## src/rtl/wb_trace_buffer.sv

```systemverilog
// Write-back trace buffer: captures committed (rd, data, seq) triples into a
// first-word-fall-through FIFO drained over a valid/ready stream; drops are counted.
module wb_trace_buffer #(
    parameter int unsigned DEPTH = 16,
    parameter int unsigned SEQ_W = 8
) (
    input  logic                     clk,
    input  logic                     reset,
    input  logic                     wb_valid,
    input  logic [4:0]               wb_reg_addr,
    input  logic [31:0]              wb_data,
    input  logic                     clear,
    output logic                     out_valid,
    input  logic                     out_ready,
    output logic [4:0]               out_reg_addr,
    output logic [31:0]              out_data,
    output logic [SEQ_W-1:0]         out_seq,
    output logic [$clog2(DEPTH):0]   count,
    output logic                     full,
    output logic [15:0]              overflow_cnt
);

    localparam int unsigned PTR_W = $clog2(DEPTH);
    localparam int unsigned CNT_W = PTR_W + 1;
    localparam logic [CNT_W-1:0] DepthC = CNT_W'(DEPTH);

    logic [4:0]       mem_addr [DEPTH];
    logic [31:0]      mem_data [DEPTH];
    logic [SEQ_W-1:0] mem_seq  [DEPTH];

    logic [PTR_W-1:0] wr_ptr_q, rd_ptr_q;
    logic [CNT_W-1:0] count_q;
    logic [SEQ_W-1:0] seq_q;
    logic [15:0]      ovf_q;

    logic commit, pop, push, drop;

    always_comb begin
        out_valid = (count_q != '0);
        full      = (count_q == DepthC);
        commit    = wb_valid && (wb_reg_addr != 5'd0);
        pop       = out_valid && out_ready;
        // A full FIFO can still accept when the head leaves in the same cycle.
        push      = commit && (!full || pop);
        drop      = commit && !push;
    end

    always_ff @(posedge clk or negedge reset) begin
        if (!reset) begin
            wr_ptr_q <= '0;
            rd_ptr_q <= '0;
            count_q  <= '0;
            seq_q    <= '0;
            ovf_q    <= '0;
        end else begin
            // seq advances on every commit, even dropped or cleared ones.
            if (commit) begin
                seq_q <= seq_q + SEQ_W'(1);
            end
            if (clear) begin
                wr_ptr_q <= '0;
                rd_ptr_q <= '0;
                count_q  <= '0;
                ovf_q    <= '0;
            end else begin
                if (push) begin
                    wr_ptr_q <= wr_ptr_q + PTR_W'(1);
                end
                if (pop) begin
                    rd_ptr_q <= rd_ptr_q + PTR_W'(1);
                end
                if (push && !pop) begin
                    count_q <= count_q + CNT_W'(1);
                end else if (pop && !push) begin
                    count_q <= count_q - CNT_W'(1);
                end
                if (drop && (ovf_q != 16'hFFFF)) begin
                    ovf_q <= ovf_q + 16'd1;
                end
            end
        end
    end

    always_ff @(posedge clk or negedge reset) begin
        if (!reset) begin
            for (int i = 0; i < int'(DEPTH); i++) begin
                mem_addr[i] <= '0;
                mem_data[i] <= '0;
                mem_seq[i]  <= '0;
            end
        end else if (push && !clear) begin
            mem_addr[wr_ptr_q] <= wb_reg_addr;
            mem_data[wr_ptr_q] <= wb_data;
            mem_seq[wr_ptr_q]  <= seq_q;
        end
    end

    assign out_reg_addr = mem_addr[rd_ptr_q];
    assign out_data     = mem_data[rd_ptr_q];
    assign out_seq      = mem_seq[rd_ptr_q];
    assign count        = count_q;
    assign overflow_cnt = ovf_q;

endmodule
```

## config.mk

```make
export PLATFORM = sky130hd
export DESIGN_NAME = wb_trace_buffer
export DESIGN_NICKNAME = d
export VERILOG_FILES = /design/src/rtl/wb_trace_buffer.sv
export SDC_FILE = /design/constraint.sdc
export NUM_CORES = 1
export LEC_CHECK = 0
export CORE_MARGIN = 1.5
export CORE_UTILIZATION = 57
export CTS_CLUSTER_SIZE = 25
export DETAILED_ROUTE_END_ITERATION = 6
export GPL_TIMING_DRIVEN = 0
export PLACE_DENSITY = 0.75
export REMOVE_ABC_BUFFERS = 1
export SYNTH_ARGS = -nofsm -noshare
export SYNTH_HDL_FRONTEND = slang
export SYNTH_SLANG_ARGS = --single-unit
```

## constraint.sdc

```tcl
create_clock -name clk -period 3.4 [get_ports clk]
set_input_delay 0.68 -clock clk [delete_from_list [all_inputs] [get_ports clk]]
set_output_delay 0.68 -clock clk [all_outputs]
set_load 0.02 [all_outputs]
```

* Word-level counts from Yosys, hierarchy flattened
Index checks and enable logic that the tools add are counted.
W data, S select, Z words.
** Operators by class
- Magnitude comparators :: 3
- Add/subtract/negate cells :: 6
- Equality and inequality tests :: 2
- Multiplexer cells :: 27
- Reduce and logical (&&, ||, !) cells :: 20
- Bitwise operators :: 2
** Operators by type and width (count)
- $bwmux W512 :: 1
- $bmux W32 S4 :: 1
- $bwmux W128 :: 1
- $demux W32 S4 :: 1
- $mux W32 :: 3
- $bwmux W80 :: 1
- $bmux W8 S4 :: 1
- $demux W8 S4 :: 1
- $mux W16 :: 2
- $mux W5 :: 6
- $mux W8 :: 3
- $bmux W5 S4 :: 1
- $demux W5 S4 :: 1
- $add A16 B1 Y16 const B :: 1
- $mux W4 :: 4
- $ne A16 B16 Y1 const B :: 1
- $ge A5 B5 Y1 const B :: 2
- $not A4 Y5 :: 2
- $reduce_bool A5 Y1 :: 2
- $logic_and A1 B1 Y1 :: 9
- $add A4 B1 Y4 const B :: 2
- $add A8 B1 Y8 const B :: 1
- $reduce_bool A2 Y1 :: 3
- $add A5 B1 Y5 const B :: 1
- 6 further kinds :: 9
** Word-level totals
- Input bits :: 42
- Register bits after elaboration :: 757
- Output and inout port bits :: 68
- Logic and storage cells :: 113

* Longest topological paths before layout
Gate-level depths: netlist of the first run.
- Depth after elaboration :: 9
- Depth in mapped cells :: 10
- Mapped depth without buffers :: 9

* Worst setup path before layout of the first run
Ideal clock, no wire load.
- Kind :: in2reg
- Start point :: input port wb_reg_addr[2]
- End point :: register count_q[4] (netlist: count[4])
- Buffers on the path :: 1
- Data arrival time :: 3121 ps
- Library setup time :: 119 ps
- Data required time :: 3281 ps
- Stages on the path :: 10
- Slack :: 160 ps
- Cell sequence :: or4_4 o221ai_4 buf_6 nand2b_1 ha_1 a21o_1 a21oi_1 nand3_1 a31o_2 o21ba_2
** Between the ends
- Cells in the longest elaborated chain, start to end :: 6
- Elaborated cells on any way between the ends :: 9
- Those cells by class :: mux: 2; reduce/logical: 7
** Ends and longest elaborated chain
- from (decl) :: RTL line 10 : input logic [4:0] wb_reg_addr,
- $reduce_bool A5 Y1 * :: RTL line 41 : commit = wb_valid && (wb_reg_addr != 5'd0);
- $logic_and A1 B1 Y1 * :: RTL line 41
- $logic_and A1 B1 Y1 * :: RTL line 44 : push = commit && (!full || pop);
- $logic_and A1 B1 Y1 or $logic_not A1 Y1 (tied branches) :: RTL line 72, 74
- $mux W5 or $logic_and A1 B1 Y1 (tied branches) :: RTL line 72, 74
- $mux W5 or $reduce_bool A3 Y1 (tied branches)
- to (signal assigned) :: RTL line 73 : count_q <= count_q + CNT_W'(1);
- to (signal assigned) :: RTL line 75 : count_q <= count_q - CNT_W'(1);
- to (decl) :: RTL line 32 : logic [CNT_W-1:0] count_q;
Every way passes the cells marked *; elsewhere a longest branch is shown, timed or not.
A chain may end at the register's enable or synchronous reset.

* Worst setup path in the final report of the first run
- Start point :: register rd_ptr_q[0]
- End point :: output port out_data[25]
** Between the ends
- Cells in the longest elaborated chain, start to end :: 4
** Ends and longest elaborated chain
- from (decl) :: RTL line 31 : logic [PTR_W-1:0] wr_ptr_q, rd_ptr_q;
- from (signal assigned) :: RTL line 70 : rd_ptr_q <= rd_ptr_q + PTR_W'(1);
- $not A4 Y5 (not written as such) :: RTL line 99 : assign out_data = mem_data[rd_ptr_q];
- $bmux W32 S4 :: RTL line 99
- $mux W32 (not written as such) (2 in a row) :: RTL line 99
- to (decl) :: RTL line 16 : output logic [31:0] out_data,
No other way between the ends. The select of a mux whose other input is x is not followed.

==> impl_metrics.yaml, run 1 <==
yosys:
  synthArstFlopShare: 1.00
  yosys_warnings: 0
  synth.avg_cell_area_sq_um: 16.7
  yosysSeqAreaShare: 0.550
  synth.ff_latch_count: 757
  syn-cell-area_sq_mm: 0.0345
  yosys_most_used_dff: "dfrtp_1"
  syn_inst: 2062
  synth_edf_count: 0
  ys_types: 52
clock_tree:
  clkTransAtPathRegs_ns: 0.06
  root_buffer: "clkbuf_16"
  cts_tree: "done"
  htree_levels: 3
  clock_path_buffers: 3
  insertion_delay_ns: 0.62
  cts_buffers: 79
  cts_sinks: 757
place:
  placed_cells: 2813
  hpwl_microns: 44300
  gp_congestion: 0.727
  port_buffers: 109
floorplan:
  coreArea_sq_mm: 0.0594
  die_h_microns: 249
  ioPinCount: 110
  rows: 89
  chipWidth_microns: 249
  start_util: 0.581
  die_area_sq_mm: 0.0619
setup_path:
  slowest_delay_ns: 0.55
  start_kind: "flip-flop"
  crit_fanout: 6
  timing.critical_path.buf_inv: 5
  crit_path_cell_trace: "buf_12 > clkbuf_16 > buf_12 > buf_16 > mux4_2 > mux4_2 > buf_6"
  slowest_stage: "dfrtp_4"
  cp_top_family: "multiplexers"
  critical_path_class: "reg2out"
  critical_path_depth: 7
  cp-end-kind: "output port"
  critPathRequiredTime_ns: 2.72
  arrival_ns: 2.87
  r2r_cells: 9
timing:
  fin_crit_sh: 1.04
  hold-worst-slack_ns: 0.0430
  maxSlewViolCount: 0
  slew_headroom: 0.138
  worst_pin_slew_ns: 1.29
  fin_crit_ns: 3.55
  fin_skew_ns: 0.0202
  finalSetupViolCount: 41
  post-route-worst-setup-slack_ns: -0.145
  finalHoldViolations: 0
  tns_ns: -2.67
  rsz0062_at_grt: "yes"
  fmax_mhz: 282
drt:
  wl_per_cell_microns: 27.3
  drcViolationCount: 0
  viasPerCell: 6.28
  dr.pass1.iters: 7
  drtAntennaViolNets: 0
  vias: 19100
  initialDrtViolationCount: 1330
  drt-total-wl_microns: 82800
grt:
  grt_pass1_vias: 20700
  grt_pass1_wl_microns: 127000
  gr-total-overflow: 0
  track_usage: 0.273
  antenna_found_initial: 1
  grt_max_degree: 131
pwr:
  peakVddDrop_v: 0.000435
  p_seq_frac: 0.399
  combPwrFrac: 0.275
  power_density_mw_per_mm2: 666
  leakagePower_nw: 19.2
  p_switching_mw: 7.53
  pwr-share-clk: 0.326
  p_int_mw: 19.7
  swShare: 0.277
run_status:
  failed_checks: "negative setup slack"
  run_status: "finished with violations"
cells_and_area:
  area_growth_syn_to_layout_pct: 18.6
  seq_area_sq_mm: 0.0190
  layout.nets: 2258
  multi_input_area_sq_mm: 0.0146
  num_antenna_cells: 0
  final_cells: 3038
  nFillCells: 3793
  fin_util: 0.688
  drive_above_1_share: 0.542
worst_hold_path:
  hold_path_class: "in2async"
run:
  cap_violations: 0
registers in the layout (all words and copies together), names as in the netlist:
signal        flops
mem_data        512
mem_seq         128
mem_addr         80
overflow_cnt     16
seq_q             8
count             5
rd_ptr_q          4
wr_ptr_q          4
placed cells by master, fill, tap and decap left out, types with 4 or more instances in the layout:
cell / n
buf_2: 4
ha_1: 11
buf_4: 20
nor3_4: 4
clkinv_2: 15
buf_6: 53
mux4_2: 225
nand2b_1: 4
mux2_1: 46
xor2_1: 6
or3_1: 6
a211oi_1: 5
o21ai_0: 5
mux2_2: 674
clkbuf_16: 86
nand2_4: 12
dfrtp_1: 753
and2_1: 5
inv_1: 6
xnor2_1: 20
nand3_1: 10
buf_12: 25
nand4_1: 5
a21oi_1: 9
clkbuf_8: 20
clkdlybuf4s50_1: 58
bufinv_16: 6
dfrtp_4: 4
bufbuf_16: 5
and3_1: 4
nor2_1: 25
buf_16: 45
nand2_1: 14
buf_8: 16
clkbuf_1: 15
mux2i_1: 6
stage by stage:
step	total power, mW	instance area [sq um]	setup slack [ns]
6_report	27.2	40900	-0.145
5_1_grt	28.3	40900	-0.188
4_1_cts	26.8	40400	-0.236
3_5_place_dp	17.0	36700	-1.04
3_3_place_gp	16.0	35500	-29.96
2_1_floorplan	14.5	33400	-5.41
routing by layer:
layer	vias up	wire length, microns	GRT usage
met5	-	15	0
met4	2	1900	0.0766
met3	143	3720	0.0413
met2	455	42300	0.465
met1	10400	34800	0.370
li1	8027	-	-
area by class of cell:
| type | count | area share |
|---|---|---|
| tap | 773 | 0.0237 |
| sequential | 757 | 0.464 |
| clock buffer | 117 | 0.0583 |
| timing repair buffer | 237 | 0.0897 |
| inverter | 6 | 0.000551 |
| clock inverter | 25 | 0.00726 |
| multi-input combinational | 1123 | 0.356 |
worst paths after layout:
path / from / end / slack [ns]
worst max-delay path: rd_ptr_q[0] / out_data[25] / -0.15
worst min-delay path: reset / mem_data[439] / 0.04
worst max register to register: count[1] / count[4] / 0.25
worst min register to register: mem_addr[20] / mem_addr[20] / 0.49
max in group asynchronous: reset / mem_data[477] / 0.92
min in group clk: mem_addr[20] / mem_addr[20] / 0.49
timing repair:
action,4_1_cts,5_1_grt
gates resized for setup,244,76
buffers inserted,39,22
gates cloned,22,5
hold buffers,3,0
pin swaps,1,0
endpoints found under the setup margin,504,143
hold endpoints to repair,4,0
power by group through the flow:
stage / clock network (mW) / registers (mW) / logic, mW
2_1_floorplan: 0 / 11.1 / 3.43
3_3_place_gp: 0 / 11.4 / 4.68
3_5_place_dp: 0 / 11.1 / 5.93
4_1_cts: 9.00 / 10.8 / 7.02
5_1_grt: 9.39 / 11.0 / 7.90
6_report: 8.86 / 10.8 / 7.49
cell usage after synthesis (11+ instances only):
cell type | count | share of area
nor2_1 | 25 | 0.0027
mux2_1 | 46 | 0.015
mux4_2 | 225 | 0.15
ha_1 | 11 | 0.0040
nand2_2 | 12 | 0.0022
buf_1 | 23 | 0.0025
nand2_1 | 14 | 0.0015
buf_2 | 13 | 0.0019
xnor2_1 | 20 | 0.0051
mux2_2 | 674 | 0.22
clkbuf_1 | 78 | 0.0085
buf_6 | 29 | 0.0095
dfrtp_1 | 757 | 0.55
buf_4 | 32 | 0.0070
logic make-up (layout without fill, tap and decap cells):
group | Yosys count | in the layout | share of synthesized area
muxes | 952 | 952 | 0.385
DFF | 757 | 757 | 0.550
buffers and inverters | 182 | 385 | 0.0301
and+or+nand+nor | 104 | 104 | 0.0184
AOI/OAI and AO/OA | 29 | 29 | 0.00599
xor gates and xnor gates | 26 | 26 | 0.00661
adders and majority gates | 12 | 12 | 0.00458
(Power assumes the default switching activity.)
==> run 2, diff against run 1 <==
- CTS_BUF_LIST: unset -> sky130_fd_sc_hd__clkbuf_4 sky130_fd_sc_hd__clkbuf_8
- SKIP_CTS_REPAIR_TIMING: unset -> 1
==> run 2 against run 1 <==
The flow still finishes with violations (negative setup slack). Register-to-register slack about the same. Setup slack got worse by 0.037 ns. Sequential power about the same. Hold slack improved by 0.44 ns. Via count increased by 0.41%. Critical path type unchanged. Largest cell class unchanged.
==> impl_metrics.yaml, run 2 (synthesis gave the netlist of run 1 again) <==
run_status:
  failed_checks: "negative setup slack"
  run_status: "finished with violations"
setup_path:
  cp-end-kind: "output port"
  rr_startpoint: "count[1]"
  crit_fanout: 5
  cp-startpoint: "rd_ptr_q[0]"
  arrival_ns: 2.90
  critical_path_class: "reg2out"
  critPathRequiredTime_ns: 2.72
  start_kind: "flip-flop"
timing:
  fin_crit_sh: 1.05
  rsz0062_at_grt: "yes"
  fmax_mhz: 279
  finalHoldViolations: 0
  maxSlewViolCount: 0
  fin_skew_ns: 0.0277
  worst_pin_slew_ns: 1.33
  slew_headroom: 0.112
  fin_crit_ns: 3.58
  tns_ns: -4.81
  post-route-worst-setup-slack_ns: -0.182
  finalSetupViolCount: 43
pwr:
  p_seq_frac: 0.409
  p_int_mw: 19.0
  power_density_mw_per_mm2: 655
  peakVddDrop_v: 0.000405
  swShare: 0.284
  combPwrFrac: 0.261
  p_switching_mw: 7.53
  pwr-share-clk: 0.330
  leakagePower_nw: 19.2
cells_and_area:
  largest-register: "mem_data"
  drive_above_1_share: 0.559
  layout_commonest_cell: "dfrtp_1"
  final_cells: 3094
  fin_util: 0.682
  layout.nets: 2274
  largest_registers: "mem_data x512, mem_seq x128, mem_addr x80"
  final_area_sq_mm: 0.0405
  area_growth_syn_to_layout_pct: 17.5
  largest_reg_flops: 512
  layout_common_cells: "753 x dfrtp_1, 674 x mux2_2, 225 x mux4_2"
drt:
  dr.pass1.iters: 5
  drcViolationCount: 0
  wl_per_cell_microns: 26.8
  viasPerCell: 6.19
  drt-total-wl_microns: 82800
  drtAntennaViolNets: 0
  vias: 19100
  initialDrtViolationCount: 1290
floorplan:
  start_util: 0.581
  die_area_sq_mm: 0.0619
  die_h_microns: 249
  coreArea_sq_mm: 0.0594
  ioPinCount: 110
  chipWidth_microns: 249
  rows: 89
clock_tree:
  cts_sinks: 757
  root_buffer: "clkbuf_8"
  insertion_delay_ns: 0.73
  htree_levels: 3
  clock_path_buffers: 3
  cts_tree: "done"
  clkTransAtPathRegs_ns: 0.06
  cts_buffers: 121
place:
  hpwl_microns: 44300
  port_buffers: 109
  gp_congestion: 0.727
  placed_cells: 2813
  placed_cell_area_sq_mm: 0.0367
grt:
  track_usage: 0.256
  gr-total-overflow: 0
  grt_pass1_wl_microns: 121000
  grt_max_degree: 131
  antenna_found_initial: 3
  grt_pass1_vias: 20500
run:
  cap_violations: 0
worst_hold_path:
  hold_path_class: "reg2reg"
  hold_start: "mem_seq[14]"
## run 2: cell count changes in the layout (fill, tap and decap cells not counted), moves of 6 or more
| cell | delta |
|---|---|
| buf_12 | -6 |
| buf_16 | -13 |
| buf_2 | +9 |
| buf_4 | -11 |
| buf_6 | -24 |
| clkbuf_1 | -15 |
| clkbuf_16 | -64 |
| clkbuf_2 | +6 |
| clkbuf_4 | +45 |
| clkbuf_8 | +135 |
## run 2: final cells by class
type                    count  area [sq um]
well taps                 773           967
multi-input cells        1123         14600
repair buffers            211          3200
clock buffers             200          2470
fillers                  3874         18900
clock inverters            23           314
diodes                      1          2.50
inverters                   6          22.5
flip-flops and latches    757         19000
## run 2: final timing paths
path	depth (start not counted)	end	slack, ns
worst max register to register	9	count[4]	0.26
min in group asynchronous	3	mem_data[22]	0.51
worst min-delay path	1	mem_seq[14]	0.48
worst max-delay path	6	out_data[9]	-0.18
max in group asynchronous	7	mem_data[385]	0.47
worst min register to register	1	mem_seq[14]	0.48
## run 2: metrics by stage
stage	hold WS, ns	setup slack (ns)	total power, mW
2_1_floorplan	0.384	-5.41	14.5
3_3_place_gp	0.462	-29.96	16.0
3_5_place_dp	0.472	-1.04	17.0
4_1_cts	-0.155	-1.49	25.8
5_1_grt	0.506	-0.217	27.6
6_report	0.484	-0.182	26.5
## run 2: worst max-delay path: stages, from the launching register on
cell	delay [ns]
dfrtp_4	0.44
buf_6	0.15
buf_16	0.16
clkbuf_16	0.18
mux4_2	0.51
mux4_2	0.54
clkbuf_2	0.19
## run 2: power by group through the flow
stage / combinational [mW] / sequential (mW) / clock (mW)
after global placement: 4.68 / 11.4 / 0
final: 6.93 / 10.8 / 8.77
after floorplan: 3.43 / 11.1 / 0
after CTS: 5.96 / 10.9 / 8.92
after global routing: 7.34 / 11.0 / 9.33
after detailed placement: 5.93 / 11.1 / 0
## run 2: layer usage
metal  part of all wire  wire [microns]  global-route usage  vias to the layer above
met5            0.00030              25                   0                        -
met4              0.018            1450              0.0785                        4
met3              0.050            4110              0.0448                      106
met2               0.51           42100               0.429                      472
met1               0.42           35200               0.344                    10500
li1                   -               -                   -                     8097
==> run 3, diff against run 2 <==
- PLACE_DENSITY: 0.75 -> 0.72
- clock period: 3.4 -> 3.87 ns (I/O delays scaled with it)
==> run 3 against run 2 <==
The flow now finishes without violations. Non-clock buffer count decreased by 13. Total power decreased by 14%. First-iteration DRC count down 8.5%. Clock power fell by 12%. Hold slack lost 0.40 ns. Core utilization shrank 0.54 points. Count of clock-buffer cells in the layout rose by 8. Setup slack better by 0.26 ns. Die area is the same. Sequential share of layout area grew 0.38 points. Clock skew fell by 0.0067 ns. Combinational power shrank 20%. Critical endpoint is now out_data[13]. Largest cell class unchanged. Largest power group unchanged.
==> impl_metrics.yaml, run 3 (synthesis gave the netlist of run 1 again) <==
run_status:
  run_status: "complete, no violations"
floorplan:
  die_h_microns: 249
  chipWidth_microns: 249
  die_area_sq_mm: 0.0619
  coreArea_sq_mm: 0.0594
  rows: 89
  start_util: 0.581
  ioPinCount: 110
place:
  placed_cell_area_sq_mm: 0.0367
  placed_cells: 2815
  post-place-ws_ns: -0.723
  hpwl_microns: 43500
  port_buffers: 109
  gp_congestion: 0.734
timing:
  finalSetupViolCount: 0
  fin_skew_ns: 0.0210
  hold-worst-slack_ns: 0.0799
  fmax_mhz: 264
  slew_headroom: 0.144
  post-route-worst-setup-slack_ns: 0.0777
  fin_crit_sh: 0.980
  fin_crit_ns: 3.79
  maxSlewViolCount: 0
  tns_ns: 0
  finalHoldViolations: 0
  worst_pin_slew_ns: 1.28
pwr:
  p_int_mw: 16.4
  p_total_mw: 22.8
  swShare: 0.279
  power_density_mw_per_mm2: 568
  p_seq_frac: 0.417
  leakagePower_nw: 19.2
  p_switching_mw: 6.37
  pwr-share-clk: 0.339
  peakVddDrop_v: 0.000426
  combPwrFrac: 0.244
clock_tree:
  cts_sinks: 757
  cts_tree: "done"
  htree_levels: 4
  insertion_delay_ns: 0.76
  clkTransAtPathRegs_ns: 0.06
  cts_buffers: 130
  root_buffer: "clkbuf_8"
  clock_path_buffers: 3
setup_path:
  arrival_ns: 3.02
  critPathRequiredTime_ns: 3.10
  start_kind: "flip-flop"
  cp-end-kind: "output port"
  critical_path_class: "reg2out"
  ff2ff_setup_slack_ns: 0.34
  crit_fanout: 10
grt:
  gr-total-overflow: 0
  grt_max_degree: 132
  track_usage: 0.259
  grt_pass1_wl_microns: 122000
  antenna_found_initial: 3
  grt_pass1_vias: 20800
cells_and_area:
  final_area_sq_mm: 0.0402
  largest_reg_flops: 512
  final_cells: 3084
  fin_util: 0.677
  layout.nets: 2270
  layout_common_cells: "753 x dfrtp_1, 674 x mux2_2, 225 x mux4_2"
  drive_above_1_share: 0.545
  largest-register: "mem_data"
  area_growth_syn_to_layout_pct: 16.6
  layout_commonest_cell: "dfrtp_1"
  largest_registers: "mem_data x512, mem_seq x128, mem_addr x80"
drt:
  drtAntennaViolNets: 0
  initialDrtViolationCount: 1180
  wl_per_cell_microns: 26.0
  route.met2.wl_microns: 39100
  drt-total-wl_microns: 80100
  dr.pass1.iters: 7
  topRoutingLayerUsed: "met5"
  viasPerCell: 6.12
  vias: 18900
  drcViolationCount: 0
  m1WireLength_microns: 35300
  wl_met3_microns: 3720
worst_hold_path:
  hold_path_class: "in2async"
run:
  cap_violations: 0
run 3: cell count changes in the layout (fill, tap and decap cells not counted), moves of 3 or more:
| cell | delta |
|---|---|
| buf_12 | -13 |
| buf_16 | +4 |
| buf_2 | -13 |
| buf_4 | +12 |
| buf_6 | -27 |
| bufinv_16 | -3 |
| clkbuf_16 | -11 |
| clkbuf_2 | +10 |
| clkbuf_4 | -8 |
| clkbuf_8 | +16 |
| clkdlybuf4s50_1 | +5 |
| dlymetal6s2s_1 | +21 |
run 3: final cells by class:
cell class | count | area (sq um)
diodes | 1 | 2.50
clock buffers | 208 | 2630
clock inverters | 18 | 198
fillers | 4033 | 19200
inverters | 6 | 22.5
multi-input cells | 1123 | 14500
flip-flops and latches | 757 | 19000
well taps | 773 | 967
repair buffers | 198 | 2850
run 3: path summary, 6_finish.rpt:
check	from	cells past startpoint	to
setup / recovery	rd_ptr_q[0]	6	out_data[13]
hold / removal	reset	1	mem_data[417]
setup reg to reg	count[1]	9	count[4]
hold reg to reg	mem_seq[14]	1	mem_seq[14]
max in group asynchronous	reset	4	mem_data[307]
min in group clk	mem_seq[14]	1	mem_seq[14]
run 3: critical path, cell delays in order (launching register included):
cell and delay [ns]:
dfrtp_4 0.48, buf_12 0.17, buf_6 0.16, clkbuf_16 0.19, mux4_2 0.50, mux4_2 0.50, dlymetal6s2s_1 0.24
run 3: power by group through the flow:
stage / Clock, mW / Combinational, mW / Sequential (mW)
6_report: 7.73 / 5.56 / 9.52
5_1_grt: 8.28 / 5.93 / 9.65
4_1_cts: 7.91 / 5.22 / 9.59
3_5_place_dp: 0 / 5.20 / 9.73
3_3_place_gp: 0 / 4.19 / 10.0
2_1_floorplan: 0 / 3.12 / 9.78
run 3: layer usage:
metal / GRT usage / up-vias
li1: - / 8054
met1: 0.362 / 10200
met2: 0.413 / 425
met3: 0.0475 / 145
met4: 0.0873 / 4
met5: 0 / -
